**config.mk**
```make
export PLATFORM = sky130hd
export DESIGN_NAME = key_bank_storage_flat
export DESIGN_NICKNAME = d
export VERILOG_FILES = /design/src/rtl/key_bank_pkg.sv /design/src/rtl/key_bank_if.sv /design/src/rtl/key_bank_loader.sv /design/src/rtl/key_bank_storage.sv /design/src/flat_wrapper.sv
export SDC_FILE = /design/constraint.sdc
export NUM_CORES = 1
export LEC_CHECK = 0
export CAP_MARGIN = 0
export CORE_ASPECT_RATIO = 0.75
export CORE_MARGIN = 4
export CORE_UTILIZATION = 30
export CTS_CLUSTER_DIAMETER = 30
export CTS_CLUSTER_SIZE = 40
export DETAILED_ROUTE_END_ITERATION = 7
export PLACE_DENSITY = 0.51
export SYNTH_ARGS = -nofsm -noshare
export SYNTH_HDL_FRONTEND = slang
export SYNTH_HIERARCHICAL = 1
export SYNTH_SLANG_ARGS = --single-unit
```
**constraint.sdc**
```tcl
create_clock -name clk -period 11.75 [get_ports clk]
set_input_delay 2.35 -clock clk [delete_from_list [all_inputs] [get_ports clk]]
set_output_delay 2.35 -clock clk [all_outputs]
set_load 0.05 [all_outputs]
```
**src/rtl/key_bank_pkg.sv**
```systemverilog
// key_bank_pkg: shared types and elaboration helpers for the key bank.
// The FSM state type lives here so the top level and any future
// sub-blocks agree on one encoding.
package key_bank_pkg;

  typedef enum logic [1:0] {
    IDLE,
    LOAD,
    COMMIT,
    ZERO
  } state_t;

  // Number of load beats that make up one key.
  function automatic int words(input int key_w, input int data_w);
    return key_w / data_w;
  endfunction

  // A key must split into a whole number of beats.
  function automatic bit width_ok(input int key_w, input int data_w);
    return (data_w > 0) && ((key_w % data_w) == 0);
  endfunction

endpackage

```
**src/rtl/key_bank_if.sv**
```systemverilog
// key_bank_if: load stream, lock, zeroize and read-port signals of the
// key bank. The master side drives requests, the slave side is the store.
interface key_bank_if #(
  parameter int KEY_W   = 128,
  parameter int DATA_W  = 32,
  parameter int N_SLOTS = 4
);
  localparam int SLOT_AW = $clog2(N_SLOTS);

  logic               wr_valid;
  logic               wr_ready;
  logic [SLOT_AW-1:0] wr_slot;
  logic [DATA_W-1:0]  wr_data;
  logic               wr_done;
  logic               wr_err;
  logic               lock_req;
  logic [SLOT_AW-1:0] lock_slot;
  logic               zeroize;
  logic               zeroize_done;
  logic               busy;
  logic               rd_req;
  logic [SLOT_AW-1:0] rd_slot;
  logic               rd_valid;
  logic [KEY_W-1:0]   rd_data;
  logic               rd_err;

  modport master (
    output wr_valid, wr_slot, wr_data, lock_req, lock_slot, zeroize, rd_req, rd_slot,
    input  wr_ready, wr_done, wr_err, zeroize_done, busy, rd_valid, rd_data, rd_err
  );

  modport slave (
    input  wr_valid, wr_slot, wr_data, lock_req, lock_slot, zeroize, rd_req, rd_slot,
    output wr_ready, wr_done, wr_err, zeroize_done, busy, rd_valid, rd_data, rd_err
  );

endinterface

```
**src/rtl/key_bank_loader.sv**
```systemverilog
// key_bank_loader: assembles a key from DATA_W-bit beats, least
// significant word first, into a shadow register. last_beat flags the
// accepted beat that completes the key so the FSM can move to commit.
module key_bank_loader
  import key_bank_pkg::*;
#(
  parameter int KEY_W  = 128,
  parameter int DATA_W = 32
) (
  input  logic              clk,
  input  logic              rst_n,
  input  logic              accept,
  input  logic              clear,
  input  logic [DATA_W-1:0] beat,
  output logic [KEY_W-1:0]  shadow,
  output logic              last_beat
);

  localparam int WORDS = words(KEY_W, DATA_W);
  localparam int CNT_W = $clog2(WORDS) + 1;

  logic [CNT_W-1:0] cnt_q;
  logic [KEY_W-1:0] shadow_q;

  assign shadow    = shadow_q;
  assign last_beat = accept && (cnt_q == CNT_W'(WORDS - 1));

  // Drop each accepted beat into the word selected by the beat counter.
  always_ff @(posedge clk) begin
    if (!rst_n || clear) begin
      shadow_q <= '0;
      cnt_q    <= '0;
    end else if (accept) begin
      for (int w = 0; w < WORDS; w++) begin
        if (cnt_q == CNT_W'(w)) begin
          shadow_q[w*DATA_W +: DATA_W] <= beat;
        end
      end
      cnt_q <= cnt_q + 1'b1;
    end
  end

endmodule

```
**src/rtl/key_bank_storage.sv**
```systemverilog
// key_bank_storage: multi-slot key store feeding the bitstream decrypt
// path. Keys are streamed in beat by beat, committed atomically, can be
// write-locked per slot and are wiped by a one-slot-per-cycle zeroize sweep.
// Optional feature macro: KEY_BANK_PARITY_EN adds one even-parity bit per
// slot that is checked on every read.
module key_bank_storage
  import key_bank_pkg::*;
#(
  parameter int KEY_W   = 128,
  parameter int DATA_W  = 32,
  parameter int N_SLOTS = 4
) (
  input  logic         clk,
  input  logic         rst_n,
  key_bank_if.slave    bus
);

  localparam int SLOT_AW = $clog2(N_SLOTS);
  localparam int WORDS   = words(KEY_W, DATA_W);
  localparam logic [SLOT_AW-1:0] LAST_SLOT = SLOT_AW'(N_SLOTS - 1);

  generate
    if (!width_ok(KEY_W, DATA_W) || (N_SLOTS < 2)) begin : g_param_check
      $error("key_bank_storage: KEY_W must be a multiple of DATA_W and N_SLOTS >= 2");
    end
  endgenerate

  state_t             state_q, state_d;
  logic [SLOT_AW-1:0] slot_q;
  logic [SLOT_AW-1:0] zidx_q;
  logic [KEY_W-1:0]   slots [N_SLOTS];
  logic [N_SLOTS-1:0] valid_q;
  logic [N_SLOTS-1:0] lock_q;

  logic               accept;
  logic               loader_clear;
  logic               last_beat;
  logic [KEY_W-1:0]   shadow;
  logic               commit_ok;
  logic               commit_refused;
  logic               load_abort;
  logic               parity_bad;
  logic               rd_fault;

  logic               rd_valid_q;
  logic               rd_err_q;
  logic [KEY_W-1:0]   rd_data_q;

  // A zeroize request outranks a beat presented in the same cycle.
  assign accept       = bus.wr_valid && bus.wr_ready && !bus.zeroize;
  assign loader_clear = (state_q == COMMIT) || bus.zeroize;

  key_bank_loader #(
    .KEY_W  (KEY_W),
    .DATA_W (DATA_W)
  ) u_loader (
    .clk       (clk),
    .rst_n     (rst_n),
    .accept    (accept),
    .clear     (loader_clear),
    .beat      (bus.wr_data),
    .shadow    (shadow),
    .last_beat (last_beat)
  );

  // Next-state and commit decisions; zeroize wins over everything else.
  always_comb begin
    state_d        = state_q;
    commit_ok      = 1'b0;
    commit_refused = 1'b0;
    load_abort     = 1'b0;
    case (state_q)
      IDLE: begin
        if (bus.zeroize) begin
          state_d = ZERO;
        end else if (accept) begin
          state_d = (WORDS == 1) ? COMMIT : LOAD;
        end
      end
      LOAD: begin
        if (bus.zeroize) begin
          state_d    = ZERO;
          load_abort = 1'b1;
        end else if (last_beat) begin
          state_d = COMMIT;
        end
      end
      COMMIT: begin
        if (bus.zeroize) begin
          state_d    = ZERO;
          load_abort = 1'b1;
        end else begin
          state_d = IDLE;
          if (lock_q[slot_q]) begin
            commit_refused = 1'b1;
          end else begin
            commit_ok = 1'b1;
          end
        end
      end
      ZERO: begin
        if (zidx_q == LAST_SLOT) begin
          state_d = IDLE;
        end
      end
      default: state_d = IDLE;
    endcase
  end

  assign bus.wr_ready     = rst_n && ((state_q == IDLE) || (state_q == LOAD));
  assign bus.busy         = rst_n && ((state_q == COMMIT) || (state_q == ZERO));
  assign bus.wr_done      = rst_n && commit_ok;
  assign bus.wr_err       = rst_n && (commit_refused || load_abort);
  assign bus.zeroize_done = rst_n && (state_q == ZERO) && (zidx_q == LAST_SLOT);

  // State register, target slot captured on the first beat, sweep index.
  always_ff @(posedge clk) begin
    if (!rst_n) begin
      state_q <= IDLE;
      slot_q  <= '0;
      zidx_q  <= '0;
    end else begin
      state_q <= state_d;
      if ((state_q == IDLE) && accept) begin
        slot_q <= bus.wr_slot;
      end
      if (state_q == ZERO) begin
        zidx_q <= zidx_q + 1'b1;
      end else begin
        zidx_q <= '0;
      end
    end
  end

  // Slot contents, valid and lock bits: sweep clears, commit writes, lock sets.
  always_ff @(posedge clk) begin
    if (!rst_n) begin
      for (int i = 0; i < N_SLOTS; i++) begin
        slots[i] <= '0;
      end
      valid_q <= '0;
      lock_q  <= '0;
    end else if (state_q == ZERO) begin
      slots[zidx_q]   <= '0;
      valid_q[zidx_q] <= 1'b0;
      lock_q[zidx_q]  <= 1'b0;
    end else begin
      if (commit_ok) begin
        slots[slot_q]   <= shadow;
        valid_q[slot_q] <= 1'b1;
      end
      if (bus.lock_req && !bus.zeroize) begin
        lock_q[bus.lock_slot] <= 1'b1;
      end
    end
  end

`ifdef KEY_BANK_PARITY_EN
  logic [N_SLOTS-1:0] parity_q;

  // Even parity of each committed key, wiped alongside its slot.
  always_ff @(posedge clk) begin
    if (!rst_n) begin
      parity_q <= '0;
    end else if (state_q == ZERO) begin
      parity_q[zidx_q] <= 1'b0;
    end else if (commit_ok) begin
      parity_q[slot_q] <= ^shadow;
    end
  end

  assign parity_bad = (^slots[bus.rd_slot]) != parity_q[bus.rd_slot];
`else
  assign parity_bad = 1'b0;
`endif

  assign rd_fault = !valid_q[bus.rd_slot] || (state_q == ZERO) || parity_bad;

  // Registered read port; sees slot contents from before the sampling edge.
  always_ff @(posedge clk) begin
    if (!rst_n) begin
      rd_valid_q <= 1'b0;
      rd_err_q   <= 1'b0;
      rd_data_q  <= '0;
    end else begin
      rd_valid_q <= bus.rd_req;
      rd_err_q   <= bus.rd_req && rd_fault;
      rd_data_q  <= (bus.rd_req && !rd_fault) ? slots[bus.rd_slot] : '0;
    end
  end

  assign bus.rd_valid = rd_valid_q;
  assign bus.rd_err   = rd_err_q;
  assign bus.rd_data  = rd_data_q;

endmodule

```
**src/flat_wrapper.sv**
```systemverilog
// flat-port wrapper written by rule: the top's interface ports become plain ports
module key_bank_storage_flat import key_bank_pkg::*;
#(
  parameter int KEY_W   = 128,
  parameter int DATA_W  = 32,
  parameter int N_SLOTS = 4
)
  (clk, rst_n, bus_wr_valid, bus_wr_slot, bus_wr_data, bus_lock_req, bus_lock_slot, bus_zeroize, bus_rd_req, bus_rd_slot, bus_wr_ready, bus_wr_done, bus_wr_err, bus_zeroize_done, bus_busy, bus_rd_valid, bus_rd_data, bus_rd_err);
  key_bank_if #(.KEY_W(KEY_W), .DATA_W(DATA_W), .N_SLOTS(N_SLOTS)) bus_i ();
  input  logic clk;
  input  logic rst_n;
  input wire logic [$bits(bus_i.wr_valid)-1:0] bus_wr_valid;
  input wire logic [$bits(bus_i.wr_slot)-1:0] bus_wr_slot;
  input wire logic [$bits(bus_i.wr_data)-1:0] bus_wr_data;
  input wire logic [$bits(bus_i.lock_req)-1:0] bus_lock_req;
  input wire logic [$bits(bus_i.lock_slot)-1:0] bus_lock_slot;
  input wire logic [$bits(bus_i.zeroize)-1:0] bus_zeroize;
  input wire logic [$bits(bus_i.rd_req)-1:0] bus_rd_req;
  input wire logic [$bits(bus_i.rd_slot)-1:0] bus_rd_slot;
  output wire logic [$bits(bus_i.wr_ready)-1:0] bus_wr_ready;
  output wire logic [$bits(bus_i.wr_done)-1:0] bus_wr_done;
  output wire logic [$bits(bus_i.wr_err)-1:0] bus_wr_err;
  output wire logic [$bits(bus_i.zeroize_done)-1:0] bus_zeroize_done;
  output wire logic [$bits(bus_i.busy)-1:0] bus_busy;
  output wire logic [$bits(bus_i.rd_valid)-1:0] bus_rd_valid;
  output wire logic [$bits(bus_i.rd_data)-1:0] bus_rd_data;
  output wire logic [$bits(bus_i.rd_err)-1:0] bus_rd_err;
  assign bus_i.wr_valid = bus_wr_valid;
  assign bus_i.wr_slot = bus_wr_slot;
  assign bus_i.wr_data = bus_wr_data;
  assign bus_i.lock_req = bus_lock_req;
  assign bus_i.lock_slot = bus_lock_slot;
  assign bus_i.zeroize = bus_zeroize;
  assign bus_i.rd_req = bus_rd_req;
  assign bus_i.rd_slot = bus_rd_slot;
  assign bus_wr_ready = bus_i.wr_ready;
  assign bus_wr_done = bus_i.wr_done;
  assign bus_wr_err = bus_i.wr_err;
  assign bus_zeroize_done = bus_i.zeroize_done;
  assign bus_busy = bus_i.busy;
  assign bus_rd_valid = bus_i.rd_valid;
  assign bus_rd_data = bus_i.rd_data;
  assign bus_rd_err = bus_i.rd_err;
  key_bank_storage #(.KEY_W(KEY_W), .DATA_W(DATA_W), .N_SLOTS(N_SLOTS)) u_core (.clk(clk), .rst_n(rst_n), .bus(bus_i));
endmodule
```
=== Word-level counts from Yosys, hierarchy flattened ===
Memory sizes are Yosys's and may differ from the RTL's. A register that Yosys moved wholly into a read port is not among the register bits.
Index checks and enable logic that the tools add are counted.

* Register bits after elaboration: 147
* Bits in writable memories: 512
* Output and inout port bits: 135
* Logic and storage cells: 121
* Memories kept: 1

{| class="wikitable"
|+ Memories
! name !! depth !! bits a word !! read ports !! clocked after memory_dff !! write ports !! line !! RTL
|-
| u_core.slots || 4 || 128 || 1 || 1 || 4 || key_bank_storage.sv:31 || <nowiki>logic [KEY_W-1:0] slots [N_SLOTS];</nowiki>
|}

* $add $sub $neg: 2
* Magnitude comparators: 7
* Equality and inequality tests: 10
* Multiplexer cells: 43
* Bitwise logic cells: 5
* Reduce and logical (&&, ||, !) cells: 41

{| class="wikitable"
|+ Operators by type and width
! operator !! number
|-
| 128-bit 2-to-1 mux || 2
|-
| 128-bit OR reduction || 2
|-
| 1-bit 2-to-1 mux || 23
|-
| 1-bit logical AND || 16
|-
| 2-bit 2-to-1 mux || 8
|-
| 4-bit 2-to-1 mux || 4
|-
| 2-bit by 3-bit < comparator with 1-bit output, second input constant || 4
|-
| 2-bit AND reduction || 6
|-
| 4-bit bitwise AND || 2
|-
| 4-bit OR || 2
|-
| 2-bit one-hot mux with 4 select lines || 1
|-
| 1-bit demux with 2-bit select || 3
|-
| 2-bit == test, second input constant || 3
|-
| 3-bit by 2-bit == test with 1-bit output, second input constant || 2
|-
| 2-bit by 1-bit >= comparator with 1-bit output, second input constant || 3
|-
| 1-bit logical OR || 6
|-
| 3-bit by 2-bit inequality test with 1-bit output, second input constant || 2
|-
| 1-bit zero test || 5
|-
| 1-bit binary-select mux with 2-bit select || 2
|-
| 4-bit inverter || 1
|-
| 2-bit nonzero test || 2
|-
| 3-bit by 1-bit adder with 3-bit output, second input constant || 1
|-
| 3-bit by 1-bit == test with 1-bit output, second input constant || 1
|-
| 3-bit zero test || 1
|-
| other kinds (6) || 6
|}

=== Longest topological paths before layout ===
* Depth after elaboration: 11
* Gate-level depth with buffers: 13

=== Cells and area by module ===
The synthesis kept the hierarchy.

{| class="wikitable"
|+ By module, submodules not included
! module !! instances !! cells an instance !! area each (um2) !! seq. area each (um2)
|-
| key_bank_storage || 1 || 1784 || 25540.7 || 18257.5
|-
| key_bank_loader || 1 || 529 || 5664.2 || 2622.5
|}

=== Least setup slack after synthesis ===
No wires, ideal clock.

* Kind: flip-flop to flip-flop
* Start point: register u_core.state_q[0]
* End point: memory u_core.slots[1][0], enable pin
* Library setup time: 0.648 ns
* Arrival time: 6.764 ns
* Required time: 11.102 ns
* Setup slack: 4.337 ns
* Stages on the path, launching flop included: 4
* Path buffers: 0
* Cells stage by stage: dfxtp_1 -> ha_1 -> nand2_1 -> o211ai_1

{| class="wikitable"
|+ RTL lines
! what !! line !! RTL
|-
| start, declared || key_bank_storage.sv:28 || <nowiki>state_t state_q, state_d;</nowiki>
|-
| start signal, assigned || key_bank_storage.sv:123 || <nowiki>state_q <= state_d;</nowiki>
|-
| end, declared || key_bank_storage.sv:31 ||
|}

=== Worst setup path in the final report ===
* Start point: input bus_zeroize
* End point: output bus_wr_done

* Longest elaborated chain between the ends: 3

{| class="wikitable"
|+ RTL lines
! what !! line !! RTL
|-
| start, declared || flat_wrapper.sv:17 || <nowiki>input wire logic [$bits(bus_i.zeroize)-1:0] bus_zeroize;</nowiki>
|-
| 1-bit 2-to-1 mux || key_bank_storage.sv:89 || <nowiki>if (bus.zeroize) begin</nowiki>
|-
| 1-bit 2-to-1 mux || key_bank_storage.sv:72 || <nowiki>case (state_q)</nowiki>
|-
| 1-bit logical AND || key_bank_storage.sv:112 || <nowiki>assign bus.wr_done = rst_n && commit_ok;</nowiki>
|-
| end, declared || flat_wrapper.sv:21 || <nowiki>output wire logic [$bits(bus_i.wr_done)-1:0] bus_wr_done;</nowiki>
|}

No other way between the ends.

==> results.json <==
{
  "status": "completed",
  "numClockSinks": 787,
  "worstMarginPinSlew_ns": 1.19,
  "area_growth_pct": 26.2,
  "period_share_pct": 57.5,
  "hold_buffers": 0,
  "port_buffers": 178,
  "hold_viol": 0,
  "cp-startpoint": "bus_zeroize",
  "post_cts_buffers": 0,
  "final_core_util_pct": 38.1,
  "htree_levels": 4,
  "wl_mm": 91.2,
  "peakVddDrop_mv": 0.124,
  "clk_path_buf_depth": 3,
  "synthesis.nets": 2370,
  "vias_per_cell": 4.88,
  "numCtsBuffers": 153,
  "r2r_end": "u_core/slots[2][78]",
  "finalWorstSetupSlack_ns": 4.99,
  "multi_input_area_sq_um": 9460,
  "die_area_sq_um": 109000,
  "yosysSeqAreaShare_pct": 66.9,
  "synth.distinct_cells": 43,
  "min_period_ns": 6.76,
  "core_area_sq_um": 103000,
  "ff_latch_area_sq_um": 20900,
  "cp_max_fo": 12,
  "cp.arrival_ns": 4.41,
  "num-fill-cells": 9726,
  "clk_latency_ns": 0.72,
  "die_y_um": 287,
  "worstReg2RegStart": "u_core/state_q[0]",
  "cts_tree": "yes",
  "yosys_most_used_dff": "edfxtp_1",
  "drt_iter0_markers": 1585,
  "syn_area_per_cell_sq_um": 13.5,
  "globalRouteTotalUtil_pct": 16.6,
  "slew_violations": 0,
  "min_path_type": "reg2reg",
  "rows": 102,
  "skew_ns": 0.0226,
  "drive_above_1_share_pct": 17.8,
  "setup_viol": 0,
  "dr.pass1.iters": 7,
  "drtAntennaViolNets": 0,
  "r2r_cells": 9,
  "tns_ns": 0,
  "placed_cell_area_sq_um": 34100,
  "die_w_um": 380,
  "slew_headroom_pct": 20.4,
  "grt_max_degree": 106,
  "power_density_nw_per_um2": 208,
  "synthArstFlopShare_pct": 0,
  "crit_path_end": "bus_wr_done",
  "grt_first_pass_wirelength_mm": 135,
  "rrSetupSlack_ns": 6.91,
  "endpoint_kind": "primary output",
  "grt-ovfl-total": 0,
  "cts_root_buf": "clkbuf_16",
  "max_cap_viol_count": 0,
  "rsz0062_at_grt": "no",
  "wire_per_inst_um": 23.0,
  "dp_slack_ns": 4.49,
  "synth-seq-cells": 787,
  "clk_pin_slew_ns": 0.04,
  "layout.nets": 2549,
  "antenna_found_initial": 1,
  "grt_pass1_vias": 21000,
  "leakagePower_uw": 0.0141,
  "crit_type": "in2out",
  "fmax_ghz": 0.148,
  "pin_count": 179,
  "drc": 0,
  "hpwl_mm": 51.2,
  "synth_edf_count": 512,
  "cts_resized": 0,
  "place_congestion": 0.746,
  "syn-instance-count": 2313,
  "synth_warnings": 6,
  "start_kind": "input pin",
  "finalPower_uw": 8190,
  "num_vias": 19400,
  "finalInstanceArea_sq_um": 39400,
  "required_ns": 9.40,
  "initial_core_util_pct": 30.2,
  "netlist_area_sq_um": 31200
}
==> state kept, by name, indices dropped and copies added, names as in the netlist <==
register / count
u_core/u_loader/shadow: 128
u_core/bus.rd_err: 1
u_core/bus.rd_data: 128
u_core/slot_q: 2
u_core/bus.rd_valid: 1
u_core/state_q: 2
u_core/u_loader/cnt_q: 3
u_core/lock_q: 4
u_core/valid_q: 4
u_core/slots: 512
u_core/zidx_q: 2
==> cell usage in the layout (no fill, tap or decap), types with 33 or more instances in the layout <==
master	Yosys	routed
clkbuf_16	0	164
dfxtp_1	275	275
nand3b_1	132	132
nand3_1	33	33
clkdlybuf4s50_1	0	175
a21oi_1	38	38
mux4_2	129	129
and3_1	133	132
nor2_1	535	534
edfxtp_1	512	512
mux2i_1	100	100
nand2_1	143	142
buf_4	4	37
==> area by class of cell <==
| cell class | instances | share of cell area [%] |
|---|---|---|
| antenna | 1 | 0.00636 |
| inverter | 11 | 0.105 |
| multi-input combinational | 1326 | 24.0 |
| sequential | 787 | 53.0 |
| tap | 1352 | 4.30 |
| clock inverter | 87 | 2.35 |
| clock buffer | 197 | 11.0 |
| timing repair buffer | 213 | 5.19 |
==> worst min-delay path by stage <==
| stage | startpoint | end | slack [ns] | cells after the start |
|---|---|---|---|---|
| floorplan | u_core/valid_q[3] | u_core/valid_q[3] | 0.43 | 2 |
| global placement | u_core/valid_q[3] | u_core/valid_q[3] | 0.45 | 2 |
| detailed placement | u_core/valid_q[1] | u_core/valid_q[1] | 0.46 | 2 |
| CTS | u_core/valid_q[1] | u_core/valid_q[1] | 0.47 | 2 |
| global route | u_core/valid_q[0] | u_core/valid_q[0] | 0.49 | 2 |
| finish | u_core/valid_q[1] | u_core/valid_q[1] | 0.47 | 2 |
==> per-layer routing <==
metal,GRT usage [%],part of all wire (%),wire length (um),vias up
met5,0,0,0,-
li1,-,-,-,8717
met3,5.73,9.1,8350,144
met2,26.3,47,42500,723
met4,5.30,2.3,2080,0
met1,21.4,42,38300,9800
==> through the flow <==
step,hold WS (ns),instances
after CTS,0.466,3973
after floorplan,0.433,2313
final,0.466,3974
after global placement,0.447,3689
after detailed placement,0.460,3689
after global routing,0.489,3973
==> power breakdown <==
group | switching [uW] | internal [uW] | total [uW] | leakage, uW
clock | 1450 | 2890 | 4350 | 0.00255
sequential | 41.7 | 3120 | 3160 | 0.00752
combinational | 484 | 203 | 686 | 0.00401
==> cells in the mapped netlist, types with 3 or more instances <==
cell type | number | share of area, %
nand3b_1 | 132 | 3.2
buf_4 | 4 | 0.096
dfxtp_1 | 275 | 18
a21bo_2 | 32 | 1.0
a21oi_1 | 38 | 0.61
and3_1 | 133 | 2.7
mux4_2 | 129 | 9.3
nand3_1 | 33 | 0.53
nor2_1 | 535 | 6.4
buf_2 | 70 | 1.1
nor2b_1 | 3 | 0.060
inv_1 | 10 | 0.12
edfxtp_1 | 512 | 49
nand2_1 | 143 | 1.7
ha_1 | 13 | 0.52
buf_6 | 9 | 0.32
clkbuf_1 | 106 | 1.3
mux2i_1 | 100 | 3.2
and2_1 | 4 | 0.080
==> logic make-up after synthesis <==
logic type | count (synthesis) | share of synthesized area, %
DFF | 787 | 66.9
AOI/OAI and AO/OA | 86 | 2.06
xor gates and xnor gates | 1 | 0.0281
and+or+nand+nor | 996 | 15.0
adders and majority gates | 13 | 0.521
muxes | 230 | 12.6
buffers and inverters | 200 | 2.95
==> critical path, stage by stage <==
cell and delay [ns]:
clkdlybuf4s50_1 0.61, nor3b_2 0.34, a22oi_2 0.13, nor2_1 0.13, clkdlybuf4s50_1 0.85
Power figures use the tool's default switching activity.
